`config.mk`:
```
export PLATFORM = sky130hd
export DESIGN_NAME = lc3_pipe_ctrl
export DESIGN_NICKNAME = d
export VERILOG_FILES = /design/src/rtl/lc3_ctrl_pkg_hdl.sv /design/src/rtl/lc3_mem_state_fsm.sv /design/src/rtl/lc3_pipe_ctrl.sv
export SDC_FILE = /design/constraint.sdc
export NUM_CORES = 1
export LEC_CHECK = 0
export ABC_AREA = 1
export BUFFER_PORTS_ARGS = -buffer_cell sky130_fd_sc_hd__buf_2
export CORE_UTILIZATION = 25
export CTS_CLUSTER_SIZE = 25
export DETAILED_ROUTE_END_ITERATION = 10
export GPL_ROUTABILITY_DRIVEN = 0
export SLEW_MARGIN = 30
export SYNTH_ARGS = -nofsm -noshare
export SYNTH_HDL_FRONTEND = slang
export SYNTH_SLANG_ARGS = --single-unit
```
`constraint.sdc`:
```
create_clock -name clock -period 1.1 [get_ports clock]
set_clock_uncertainty 0.05 [all_clocks]
set_input_delay 0.22 -clock clock [delete_from_list [all_inputs] [get_ports clock]]
set_output_delay 0.22 -clock clock [all_outputs]
set_load 0.05 [all_outputs]
```
`src/rtl/lc3_ctrl_pkg_hdl.sv`:
```
// Shared LC-3 pipeline-control types: memory FSM state encoding and opcode constants.
// Also used by the execute_in and writeback agents.
package lc3_ctrl_pkg_hdl;

    typedef enum logic [1:0] {
        MEM_READ     = 2'd0,
        MEM_INDIRECT = 2'd1,
        MEM_WRITE    = 2'd2,
        MEM_IDLE     = 2'd3
    } mem_state_t;

    localparam logic [3:0] OP_BR  = 4'b0000;
    localparam logic [3:0] OP_ADD = 4'b0001;
    localparam logic [3:0] OP_LD  = 4'b0010;
    localparam logic [3:0] OP_ST  = 4'b0011;
    localparam logic [3:0] OP_AND = 4'b0101;
    localparam logic [3:0] OP_LDR = 4'b0110;
    localparam logic [3:0] OP_STR = 4'b0111;
    localparam logic [3:0] OP_NOT = 4'b1001;
    localparam logic [3:0] OP_LDI = 4'b1010;
    localparam logic [3:0] OP_STI = 4'b1011;
    localparam logic [3:0] OP_JMP = 4'b1100;

    function automatic logic is_alu_op(input logic [3:0] op);
        return (op == OP_ADD) || (op == OP_AND) || (op == OP_NOT);
    endfunction

    function automatic logic is_load_op(input logic [3:0] op);
        return (op == OP_LD) || (op == OP_LDR) || (op == OP_LDI);
    endfunction

endpackage

```
`src/rtl/lc3_mem_state_fsm.sv`:
```
// Data-memory access sequencer: walks loads/stores (direct or indirect) through
// READ/WRITE/INDIRECT and back to IDLE as data accesses complete.
module lc3_mem_state_fsm
    import lc3_ctrl_pkg_hdl::*;
(
    input  logic       clock,
    input  logic       reset,
    input  logic       complete_instr,
    input  logic [3:0] opcode,
    input  logic       enable_execute,
    input  logic       complete_data,
    output mem_state_t mem_state
);

    mem_state_t state;
    mem_state_t state_next;

    always_ff @(posedge clock or negedge reset) begin
        if (!reset) begin
            state <= MEM_IDLE;
        end else if (complete_instr) begin
            state <= state_next;
        end
    end

    always_comb begin
        state_next = state;
        case (state)
            MEM_IDLE: begin
                if (enable_execute) begin
                    case (opcode)
                        OP_LD, OP_LDR:  state_next = MEM_READ;
                        OP_ST, OP_STR:  state_next = MEM_WRITE;
                        OP_LDI, OP_STI: state_next = MEM_INDIRECT;
                        default:        state_next = MEM_IDLE;
                    endcase
                end
            end
            MEM_INDIRECT: begin
                // The pointer fetch is done; the opcode still in execute picks the final access.
                if (complete_data) begin
                    if (opcode == OP_LDI) begin
                        state_next = MEM_READ;
                    end else if (opcode == OP_STI) begin
                        state_next = MEM_WRITE;
                    end
                end
            end
            MEM_READ, MEM_WRITE: begin
                if (complete_data) begin
                    state_next = MEM_IDLE;
                end
            end
            default: state_next = MEM_IDLE;
        endcase
    end

    assign mem_state = state;

endmodule

```
`src/rtl/lc3_pipe_ctrl.sv`:
```
// LC-3 pipeline controller: stage enables with start-up fill, control-hazard bubbles,
// memory-access stalls, branch resolution and operand forwarding selects.
module lc3_pipe_ctrl
    import lc3_ctrl_pkg_hdl::*;
(
    input  logic        clock,
    input  logic        reset,
    input  logic        complete_instr,
    input  logic        complete_data,
    input  logic [15:0] IMem_dout,
    input  logic [15:0] IR,
    input  logic [15:0] IR_Exec,
    input  logic [2:0]  psr,
    output logic        enable_updatePC,
    output logic        enable_fetch,
    output logic        enable_decode,
    output logic        enable_execute,
    output logic        enable_writeback,
    output logic        br_taken,
    output logic        bypass_alu_1,
    output logic        bypass_alu_2,
    output logic        bypass_mem_1,
    output logic        bypass_mem_2,
    output logic [1:0]  mem_state
);

    logic [2:0] startup;
    logic [1:0] bubble;
    logic       decode_valid;
    logic       execute_valid;
    logic       writeback_valid;
    mem_state_t mstate;
    logic       mem_stall;
    logic       front_ok;
    logic       ctrl_hazard;

    logic [3:0] op_fetch;
    logic [3:0] op_dec;
    logic [3:0] op_exec;
    logic [2:0] exec_dr;
    logic       sr1_match;
    logic       sr2_match;
    logic       ir_uses_sr1;
    logic       ir_uses_sr2;
    logic       unused_bits;

    assign op_fetch = IMem_dout[15:12];
    assign op_dec   = IR[15:12];
    assign op_exec  = IR_Exec[15:12];
    assign exec_dr  = IR_Exec[11:9];
    assign unused_bits = ^{IMem_dout[11:0], IR[11:9], IR[4:3], IR_Exec[8:0]};

    lc3_mem_state_fsm u_mem_fsm (
        .clock          (clock),
        .reset          (reset),
        .complete_instr (complete_instr),
        .opcode         (op_exec),
        .enable_execute (enable_execute),
        .complete_data  (complete_data),
        .mem_state      (mstate)
    );

    assign mem_state   = mstate;
    assign mem_stall   = (mstate != MEM_IDLE);
    assign ctrl_hazard = (op_fetch == OP_BR) || (op_fetch == OP_JMP);

    assign front_ok         = (startup != 3'd0) && (bubble == 2'd0) && !mem_stall;
    assign enable_updatePC  = front_ok;
    assign enable_fetch     = front_ok;
    assign enable_decode    = decode_valid && !mem_stall;
    assign enable_execute   = execute_valid && !mem_stall;
    // Loads retire exactly once, as the READ access completes; stores never write back.
    assign enable_writeback = mem_stall ? ((mstate == MEM_READ) && complete_data)
                                        : writeback_valid;

    // Valid bits shift down the pipe so fetch gaps (start-up and bubbles) reach later stages.
    always_ff @(posedge clock or negedge reset) begin
        if (!reset) begin
            startup         <= 3'd0;
            bubble          <= 2'd0;
            decode_valid    <= 1'b0;
            execute_valid   <= 1'b0;
            writeback_valid <= 1'b0;
        end else if (complete_instr) begin
            if (startup != 3'd4) begin
                startup <= startup + 3'd1;
            end
            if (!mem_stall) begin
                decode_valid    <= enable_fetch;
                execute_valid   <= decode_valid;
                writeback_valid <= execute_valid;
                if (bubble != 2'd0) begin
                    bubble <= bubble - 2'd1;
                end else if (enable_fetch && ctrl_hazard) begin
                    bubble <= 2'd3;
                end
            end
        end
    end

    always_comb begin
        br_taken = 1'b0;
        if (enable_execute) begin
            if (op_exec == OP_BR) begin
                br_taken = |(exec_dr & psr);
            end else if (op_exec == OP_JMP) begin
                br_taken = 1'b1;
            end
        end
    end

    assign ir_uses_sr1 = is_alu_op(op_dec) || (op_dec == OP_LDR) || (op_dec == OP_STR)
                         || (op_dec == OP_JMP);
    assign ir_uses_sr2 = ((op_dec == OP_ADD) || (op_dec == OP_AND)) && !IR[5];
    assign sr1_match   = enable_decode && ir_uses_sr1 && (IR[8:6] == exec_dr);
    assign sr2_match   = enable_decode && ir_uses_sr2 && (IR[2:0] == exec_dr);

    assign bypass_alu_1 = sr1_match && is_alu_op(op_exec);
    assign bypass_alu_2 = sr2_match && is_alu_op(op_exec);
    assign bypass_mem_1 = sr1_match && is_load_op(op_exec);
    assign bypass_mem_2 = sr2_match && is_load_op(op_exec);

endmodule

```
==> results by group, run 1 <==
Yosys
  • Adder-cell area share of the yosys netlist: under 10%
  • #FFs+latches synth: 10
  • Synth async-reset ratio: between 90% and 100%
  • Syn Std Cell Area: between 800 and 900 µm²
  • Combinational family with the most area after synthesis: simple AND/OR/NAND/NOR gates
  • Synth cell types: 17
  • Compound-Gate Fraction of Synth Area: 7.792%
  • Cell taking the most area after synthesis: dfrtp_1
  • Post-Synth XOR/XNOR Area: 2.020%
  • Number of flops mapped to enable cells by yosys: 0
  • Top post-synthesis cells by area: dfrtp_1, nand2_1, inv_1, nor2_1, nand3_1
  • Synth Area per Inst: around 6 µm²
  • Register area share after synthesis: between 20% and 30%
  • Synth Area in Simple Gates: a little over two fifths
  • Top cell type's share of synthesized area: 23.09%
  • Cell with the most instances after synthesis: nand2_1
  • Top_reg_cell synth: dfrtp_1
  • Number of synthesis warnings: 0
  • Synth cell count leaders: nand2_1, inv_1, nor2_1
  • Post-Synthesis Cells: roughly 150
  • Mux contribution to synthesized area: 0%
  • Post-synth net total: about 200

Outcome
  • Outcome: finished, violations left
  • Violated checks: negative setup slack

Clock network
  • CTS Buf Count: 3
  • Depth of the CTS H-tree: 1
  • CTS tree: yes
  • Sink Count: 10
  • Clock transition at path regs: about 70 ps
  • CTS Root Cell: clkbuf_4
  • Clock Path Buffers: 2
  • Skew-Pair Late Insertion Delay: 260 ps

Route
  • Drt pass-1 iters: 4
  • Vias: around 1100
  • DR vias/cell: a little over 4
  • Routed Wire Length: about 2300 µm
  • Initial DRC count: 32
  • Final ANT Viol Nets: 0
  • Residual DRC: 0
  • Mean routed wirelength per cell: 8.897 µm

Placement
  • Number of port buffers: 40
  • DP Cell Count: approximately 250
  • Pre-CTS setup slack: -553.1 ps
  • HPWL Detailed: 1807 µm

Floorplanning
  • Core Region: ~0.0033 mm²
  • # IOs: 67
  • Die Area: 0.003708 mm²
  • Starting Density: between 20% and 30%
  • Die Ht: around 61 µm
  • Row count: 21
  • Die W: between 60 and 70 µm

Worst hold path
  • Min-delay worst type: input port to asynchronous set/reset pin

Timing
  • Tmin final: about 1800 ps
  • Final cycle utilization of the critical path: 161.6%
  • Slew HR: approximately 85%
  • Hold Violations, Final: 0
  • Final Setup Violations: 19
  • Worst-Margin Slew: between 200 and 250 ps
  • Hold Slack: ~290 ps
  • FMAX: about 0.56 GHz
  • RSZ-0062 raised after global routing: true
  • Fin. max-slew vios: 0
  • Setup WS post-layout: -677.5 ps

Global routing
  • M3 GR Usage: 3.198%
  • GR Util All Layers: approximately 14%
  • Vias in the first global route: 1024
  • Grt peak-use layer: met2
  • Largest net degree at the start of global routing: 11
  • Initial antenna violation count: 0
  • Grt ovf: 0
  • GR Layer Usage met2: 26.53%
  • Met1 Use GR: 14.82%
  • First-pass GRT wire length: 3774 µm

Worst setup path
  • CP Launch Type: flip-flop
  • CP Capture Type: output pin
  • Worst path required time: 830 ps
  • Data arrival time of the worst path: roughly 1500 ps
  • Crit Path Category: flip-flop to output pin
  • Crit-path max FO: 3

Finish
  • Fin util: slightly below 50%
  • Sequential cell area: approximately 260 µm²
  • Fillers: 350
  • Final #Nets: around 280
  • Layout overhead on the synthesized area: 85.57%
  • Diodes inserted: 0
  • Share of cells above drive strength 1: about 47%
  • Multi-input logic area: about 640 µm²
  • Fin cells: about 260

Job
  • Number of max-cap violations: 0

Power and ir drop
  • Post-route total power: approximately 3300 µW
  • Peak supply drop: 1.046 mV
  • Leakage: ~0.0009 µW
  • P per Cell Area: 2078 mW/mm²
## logic make-up (layout without fill, tap and decap cells)
family	after synthesis	count (layout)
AO/OA/AOI/OAI	13	13
AND/OR/NAND/NOR	88	88
XOR/XNOR	2	2
flip-flops	10	10
adder cells (fa/ha/maj)	3	3
buffers and inverters	29	100
## worst max-delay path, stage by stage, from the launching register on
cell	delay, ps
dfstp_4	640
nand2_4	60
nor2_4	130
nand3_4	110
nor3_4	130
buf_6	180
## final timing paths
check | slack (ps) | cells past startpoint | start | to
max | -680 | 5 | u_mem_fsm.mem_state[0] | bypass_alu_1
min | 290 | 2 | reset | bubble[0]
max reg2reg | -310 | 7 | u_mem_fsm.mem_state[1] | bubble[1]
min reg2reg | 460 | 2 | bubble[1] | bubble[1]
max in group asynchronous | 460 | 2 | reset | u_mem_fsm.mem_state[1]
min in group clock | 310 | 5 | complete_data | u_mem_fsm.mem_state[0]
## placed cells by master, fill, tap and decap left out
| cell type | n |
|---|---|
| nor3_1 | 1 |
| nand2_2 | 4 |
| nand2_1 | 43 |
| buf_2 | 28 |
| buf_4 | 27 |
| o21ai_0 | 4 |
| nand3_1 | 11 |
| nor2_2 | 3 |
| nor3_4 | 2 |
| inv_2 | 4 |
| dfrtp_1 | 8 |
| dfstp_4 | 2 |
| nand2_4 | 3 |
| ha_1 | 1 |
| nand3_4 | 2 |
| xor2_1 | 2 |
| a21oi_1 | 4 |
| nor2_1 | 12 |
| dlygate4sd3_1 | 1 |
| buf_6 | 7 |
| nor2_4 | 4 |
| inv_1 | 23 |
| ha_4 | 2 |
| clkinvlp_4 | 1 |
| nand3_2 | 3 |
| o21ai_1 | 3 |
| clkbuf_4 | 3 |
| buf_8 | 6 |
| o21bai_1 | 1 |
| o21ai_2 | 1 |
## through the flow
stage / cell area (µm²) / setup TNS, ps
floorplan: 928.4 / -8211
global placement: 1351 / -5944
detailed placement: 1351 / -6188
CTS: 1546 / -9079
global route: 1609 / -10100
finish: 1609 / -8828
## repair_timing
item / in CTS / in global routing
pin swaps: 7 / 7
hold endpoints to repair: 9 / 0
resized for setup: 42 / 14
hold buffers: 1 / 0
setup endpoints to repair: 21 / 22
setup buffers: 4 / 3
## power breakdown
part / total [µW] / internal (µW) / switching, µW / leakage (µW)
registers: 736 / 606 / 131 / 0.000119
logic: 2350 / 1080 / 1280 / 0.000751
clock network: 253 / 126 / 127 / 0.0000138
total: 3340 / 1810 / 1530 / 0.000884
## final cells by class
cell class              instances  share of cell area (%)
flip-flops and latches         10                   16.17
clock buffers                   3                   1.400
repair buffers                 69                   32.43
inverters                      28                   6.765
multi-input cells             106                   39.66
well taps                      46                   3.577
## registers in the layout, indices dropped and copies added, names as in the netlist
| name | cells |
|---|---|
| decode_valid | 1 |
| u_mem_fsm.mem_state | 2 |
| execute_valid | 1 |
| startup | 3 |
| writeback_valid | 1 |
| bubble | 2 |
## metal layers
metal / share of wire [%] / up-vias
met5: 0 / -
li1: - / 587
met3: 2.9 / 2
met4: 0.73 / 0
met1: 45 / 461
met2: 52 / 24
No activity file was read; power rests on OpenSTA's default activity.
==> inputs of run 2 (changes only) <==
Settings changed: CELL_PAD_IN_SITES_DETAIL_PLACEMENT set to 0, CELL_PAD_IN_SITES_GLOBAL_PLACEMENT set to 1, CORE_UTILIZATION 25 to 22, PLACE_DENSITY_LB_ADDON set to 0.1.
==> results by group, run 2 (synthesis results as in run 1) <==
Outcome
  • Outcome: finished, violations left (unchanged)
  • Violated checks: negative setup slack (unchanged)

Finish
  • Layout overhead on the synthesized area: 92.93% (was 85.57%)
  • Share of cells above drive strength 1: 48.64% (was 47.22%)
  • Diodes inserted: 0 (unchanged)
  • Fin util: 45.02% (was 48.22%)
  • Commonest non-fill, non-tap cell in the layout: nand2_1 (unchanged)
  • Max FFs per register: 3 (unchanged)
  • Commonest non-fill, non-tap cells in the layout: nand2_1, buf_2, buf_4 (unchanged)
  • Final #Nets: 279 (was 276)
  • Fillers: 405 (was 350)
  • Biggest register: startup (unchanged)

Worst setup path
  • FF-to-FF Start: u_mem_fsm.mem_state[0] (was u_mem_fsm.mem_state[1])
  • FF-to-FF setup slack: -420 ps (was -310 ps)
  • R2R cell count: 8 (was 7)
  • Crit-path max FO: 3 (unchanged)
  • Crit Path Category: flip-flop to output pin (unchanged)
  • Worst path required time: 830 ps (about the same)
  • CP Capture Type: output pin (unchanged)
  • R2R Path End: bubble[1] (unchanged)
  • CP Launch Type: flip-flop (unchanged)
  • Data arrival time of the worst path: 1470 ps (was 1510 ps)

Global routing
  • Vias in the first global route: 1002 (was 1024)
  • Largest net degree at the start of global routing: 11 (unchanged)
  • First-pass GRT wire length: 4126 µm (was 3774 µm)
  • Initial antenna violation count: 0 (unchanged)
  • GR Util All Layers: 12.66% (was 13.89%)
  • Grt ovf: 0 (unchanged)

Route
  • Routed Wire Length: 2488 µm (was 2331 µm)
  • Initial DRC count: 10 (was 32)
  • Residual DRC: 0 (unchanged)
  • Drt pass-1 iters: 2 (was 4)
  • Vias: 1086 (was 1074)
  • Final ANT Viol Nets: 0 (unchanged)
  • DR vias/cell: 4.052 (was 4.099)
  • Mean routed wirelength per cell: 9.284 µm (was 8.897 µm)

Timing
  • Slew HR: 84.08% (was 84.70%)
  • FMAX: 0.5756 GHz (was 0.5626 GHz)
  • RSZ-0062 raised after global routing: true (unchanged)
  • Final cycle utilization of the critical path: 157.9% (was 161.6%)
  • Worst-Margin Slew: 238.9 ps (was 229.5 ps)
  • Setup tns final: -9102 ps (was -8828 ps)
  • Tmin final: 1737 ps (was 1777 ps)
  • Hold Violations, Final: 0 (unchanged)
  • Setup WS post-layout: -637.4 ps (was -677.5 ps)
  • Final Setup Violations: 22 (was 19)
  • Fin. max-slew vios: 0 (unchanged)

Floorplanning
  • # IOs: 67 (unchanged)
  • Die W: 64.78 µm (was 60.89 µm)
  • Die Area: 0.004196 mm² (was 0.003708 mm²)
  • Die Ht: 64.78 µm (was 60.89 µm)
  • Starting Density: 23.33% (was 25.98%)
  • Core Region: 0.003716 mm² (was 0.003337 mm²)
  • Row count: 22 (was 21)

Clock network
  • Clock transition at path regs: 50 ps (was 70 ps)
  • CTS tree: yes (unchanged)
  • Skew-Pair Late Insertion Delay: 240 ps (was 260 ps)
  • Clock Path Buffers: 2 (unchanged)
  • CTS Buf Count: 3 (unchanged)
  • Depth of the CTS H-tree: 1 (unchanged)
  • CTS Root Cell: clkbuf_8 (was clkbuf_4)
  • Sink Count: 10 (unchanged)

Worst hold path
  • Number of cells on the worst hold path: 3
  • Hold Startpoint: complete_instr
  • WHS Endpoint: execute_valid
  • Min-delay worst type: input port to flip-flop (was input port to asynchronous set/reset pin)

Power and ir drop
  • Leakage: 0.0009158 µW (was 0.0008839 µW)
  • P per Cell Area: 2232 mW/mm² (was 2078 mW/mm²)
  • Peak supply drop: 1.180 mV (was 1.046 mV)

Job
  • Number of max-cap violations: 0 (unchanged)

Placement
  • HPWL Detailed: 1970 µm (was 1807 µm)
  • Number of port buffers: 40 (unchanged)
run 2: power breakdown:
part | total (µW) | internal (µW) | switching, µW
clock network | 467 | 315 | 152
registers | 729 | 606 | 123
logic | 2540 | 1190 | 1350
run 2: how the worst max path moves through the flow:
stage	from	endpoint	cells after the start
final	u_mem_fsm.mem_state[1]	bypass_mem_1	5
after global routing	u_mem_fsm.mem_state[1]	bypass_alu_1	5
after CTS	u_mem_fsm.mem_state[1]	bypass_mem_1	5
after detailed placement	u_mem_fsm.mem_state[0]	bypass_mem_1	5
after global placement	u_mem_fsm.mem_state[0]	bypass_mem_1	5
after floorplan	u_mem_fsm.mem_state[1]	bypass_mem_1	4
run 2: area by class of cell:
type | instances | area (µm²) | share of cell area (%)
Inverter | 28 | 108.9 | 6.507
Sequential cell | 10 | 260.3 | 15.56
Multi-Input combinational cell | 106 | 636.9 | 38.07
Timing Repair Buffer | 72 | 551.8 | 32.98
Tap cell | 48 | 60.06 | 3.590
Clock buffer | 4 | 55.05 | 3.291
run 2: routing by layer:
layer,GRT usage (%),up-vias,wire [µm]
li1,-,593,-
met4,5.833,0,16
met5,0,-,0
met2,22.92,24,1294
met1,14.67,467,1070
met3,1.408,2,106
run 2: per-stage QoR:
stage	setup slack [ps]	cells	power (µW)	cell area (µm²)	hold slack [ps]
after floorplan	-971.2	145	1838	928.4	-125.6
after global placement	-526.7	255	2473	1354	41.07
after detailed placement	-568.1	255	2501	1354	44.17
after CTS	-663.9	263	3482	1607	282.2
after global routing	-717.1	268	4010	1673	290.6
final	-637.4	268	3734	1673	275.6
run 2: critical path, stage by stage (launching register included):
cell	delay, ps
dfstp_4	630
nand2_4	60
nor2_4	130
nand3_4	110
nor3_4	130
buf_6	180
run 2: repair_timing:
item | 4_1_cts | 5_1_grt
endpoints found under the hold margin | 8 | 0
buffers inserted | 3 | 6
hold buffers | 1 | 0
setup endpoints to repair | 22 | 22
pin swaps | 13 | 6
gates resized for setup | 48 | 12
==> inputs of run 3 (changes only) <==
Settings changed: ABC_AREA 1 to not set, SKIP_LAST_GASP set to 1.
==> results by group, run 3 <==
Finish
  • Share of cells above drive strength 1: 57.79% (was 48.64%)
  • Fillers: 358 (was 405)
  • Final #Nets: 213 (was 279)
  • Commonest non-fill, non-tap cells in the layout: buf_2, buf_4, dfrtp_1 (was nand2_1, buf_2, buf_4)
  • Biggest register: startup (unchanged)
  • Diodes inserted: 0 (unchanged)
  • Commonest non-fill, non-tap cell in the layout: buf_2 (was nand2_1)
  • Max FFs per register: 3 (unchanged)
  • Layout overhead on the synthesized area: 81.49% (was 92.93%)

Route
  • Routed Wire Length: 2150 µm (was 2488 µm)
  • Mean routed wirelength per cell: 10.75 µm (was 9.284 µm)
  • DR vias/cell: 4.325 (was 4.052)
  • Final ANT Viol Nets: 0 (unchanged)
  • Residual DRC: 0 (unchanged)
  • Vias: 865 (was 1086)
  • Initial DRC count: 33 (was 10)
  • Drt pass-1 iters: 4 (was 2)

Timing
  • RSZ-0062 raised after global routing: true (unchanged)
  • Hold Slack: 199.0 ps (was 275.6 ps)
  • Final Setup Violations: 19 (was 22)
  • Worst-Margin Slew: 313.3 ps (was 238.9 ps)
  • Fin. max-slew vios: 0 (unchanged)
  • Tmin final: 1789 ps (was 1737 ps)
  • Final cycle utilization of the critical path: 162.6% (was 157.9%)
  • FMAX: 0.5591 GHz (was 0.5756 GHz)
  • Hold Violations, Final: 0 (unchanged)
  • Setup WS post-layout: -688.5 ps (was -637.4 ps)
  • Slew HR: 79.11% (was 84.08%)

Clock network
  • CTS Root Cell: clkbuf_4 (was clkbuf_8)
  • CTS tree: yes (unchanged)
  • Clock Path Buffers: 2 (unchanged)
  • Clock transition at path regs: 60 ps (was 50 ps)
  • Sink Count: 10 (unchanged)
  • CTS Buf Count: 3 (unchanged)
  • Depth of the CTS H-tree: 1 (unchanged)
  • Skew-Pair Late Insertion Delay: 260 ps (was 240 ps)

Placement
  • HPWL Detailed: 1669 µm (was 1970 µm)
  • Number of port buffers: 40 (unchanged)

Outcome
  • Outcome: finished, violations left (unchanged)
  • Violated checks: negative setup slack (unchanged)

Global routing
  • GR Util All Layers: 12.00% (was 12.66%)
  • Largest net degree at the start of global routing: 12 (was 11)
  • First-pass GRT wire length: 3346 µm (was 4126 µm)
  • Vias in the first global route: 821 (was 1002)
  • Grt ovf: 0 (unchanged)
  • Initial antenna violation count: 0 (unchanged)

Yosys
  • Number of flops mapped to enable cells by yosys: 0 (unchanged)
  • Register area share after synthesis: 32.79% (was 29.15%)
  • Cell taking the most area after synthesis: dfrtp_1 (unchanged)
  • Synth async-reset ratio: 100.0% (unchanged)
  • Top_reg_cell synth: dfrtp_1 (unchanged)
  • Post-Synthesis Cells: 90 (was 145)
  • Number of synthesis warnings: 0 (unchanged)
  • Synth cell count leaders: nor2_1, a21oi_1, dfrtp_1, nand2_1 (was nand2_1, inv_1, nor2_1)
  • Post-synth net total: 148 (was 203)
  • Syn Std Cell Area: 770.7 µm² (was 867.1 µm²)
  • Synth cell types: 34 (was 17)
  • Synth Area per Inst: 8.564 µm² (was 5.980 µm²)
  • Top cell type's share of synthesized area: 25.97% (was 23.09%)
  • #FFs+latches synth: 10 (unchanged)
  • Cell with the most instances after synthesis: nor2_1 (was nand2_1)
  • Top post-synthesis cells by area: dfrtp_1, dfstp_2, a21oi_1, ha_1, nor2_1 (was dfrtp_1, nand2_1, inv_1, nor2_1, nand3_1)

Power and ir drop
  • Post-route total power: 2847 µW (was 3734 µW)
  • Leakage: 0.0006358 µW (was 0.0009158 µW)
  • Peak supply drop: 0.9483 mV (was 1.180 mV)
  • P per Cell Area: 2035 mW/mm² (was 2232 mW/mm²)

Worst setup path
  • CP Capture Type: output pin (unchanged)
  • Data arrival time of the worst path: 1520 ps (was 1470 ps)
  • Crit-path max FO: 11 (was 3)
  • Crit Path Category: flip-flop to output pin (unchanged)
  • Worst path required time: 830 ps (about the same)
  • CP Launch Type: flip-flop (unchanged)

Floorplanning
  • Die W: 61.19 µm (was 64.78 µm)
  • Core Region: 0.003337 mm² (was 0.003716 mm²)
  • # IOs: 67 (unchanged)
  • Row count: 21 (was 22)
  • Die Ht: 61.19 µm (was 64.78 µm)
  • Starting Density: 23.10% (was 23.33%)
  • Die Area: 0.003744 mm² (was 0.004196 mm²)

Job
  • Number of max-cap violations: 0 (unchanged)

Worst hold path
  • Min-delay worst type: input port to flip-flop (unchanged)
run 3: timing repair:
action | CTS | global route
setup buffers | 2 | 0
resized for setup | 26 | 10
hold buffers | 1 | 0
setup endpoints to repair | 21 | 22
pin swaps | 4 | 2
endpoints found under the hold margin | 8 | 0
run 3: worst max-delay path, stage by stage, from the launching register on:
cell and delay (ps):
dfstp_2 530, buf_4 170, and3_4 200, nand2_2 60, a21oi_4 120, buf_6 170
run 3: kinds of logic after synthesis:
logic type               synth area share, %
XOR/XNOR                               9.090
flip-flops                             32.79
buffers and inverters                  5.356
adder cells (fa/ha/maj)                4.871
multiplexers                           2.760
AO/OA/AOI/OAI                          19.64
AND/OR/NAND/NOR                        25.49
run 3: area by class of cell:
type                    count  area (µm²)  share of cell area [%]
clock buffers               4       26.28                   1.878
well taps                  46       57.56                   4.114
multi-input cells          73       591.8                   42.31
inverters                   4       15.01                   1.073
flip-flops and latches     10       252.7                   18.07
repair buffers             63       455.4                   32.56
run 3: routing by layer:
layer  wire length (µm)  track usage [%]
met3                113            3.361
met4                  6            1.948
met2               1061            18.94
met5                  0                0
met1                968            16.60
run 3: per-stage QoR:
| stage | instance area [µm²] | std cells | util, % | setup TNS (ps) | worst slack, ps |
|---|---|---|---|---|---|
| 6_report | 1399 | 200 | 41.92 | -8805 | -688.5 |
| 5_1_grt | 1399 | 200 | 41.92 | -10360 | -769.2 |
| 4_1_cts | 1359 | 200 | 40.72 | -9054 | -686.9 |
| 2_1_floorplan | 844.6 | 90 | - | -9223 | -902.8 |
| 3_5_place_dp | 1219 | 193 | 36.52 | -6596 | -507.8 |
| 3_3_place_gp | 1219 | 193 | 36.52 | -6596 | -534.1 |
run 3: worst paths after layout:
path / startpoint / endpoint / slack (ps) / cells past startpoint
min in group asynchronous: reset / execute_valid / 290 / 2
min: complete_data / u_mem_fsm.mem_state[0] / 200 / 3
min reg2reg: writeback_valid / writeback_valid / 460 / 1
max: u_mem_fsm.mem_state[1] / br_taken / -690 / 5
max in group asynchronous: reset / u_mem_fsm.mem_state[0] / 450 / 2
max reg2reg: u_mem_fsm.mem_state[1] / u_mem_fsm.mem_state[1] / -410 / 5
run 3: report_power, final:
group	internal, µW	switching (µW)	total [µW]	leakage (µW)
Combinational	910	1020	1930	0.000502
Sequential	562	85.4	647	0.000119
Clock	140	126	267	0.0000150
Total	1610	1230	2850	0.000636
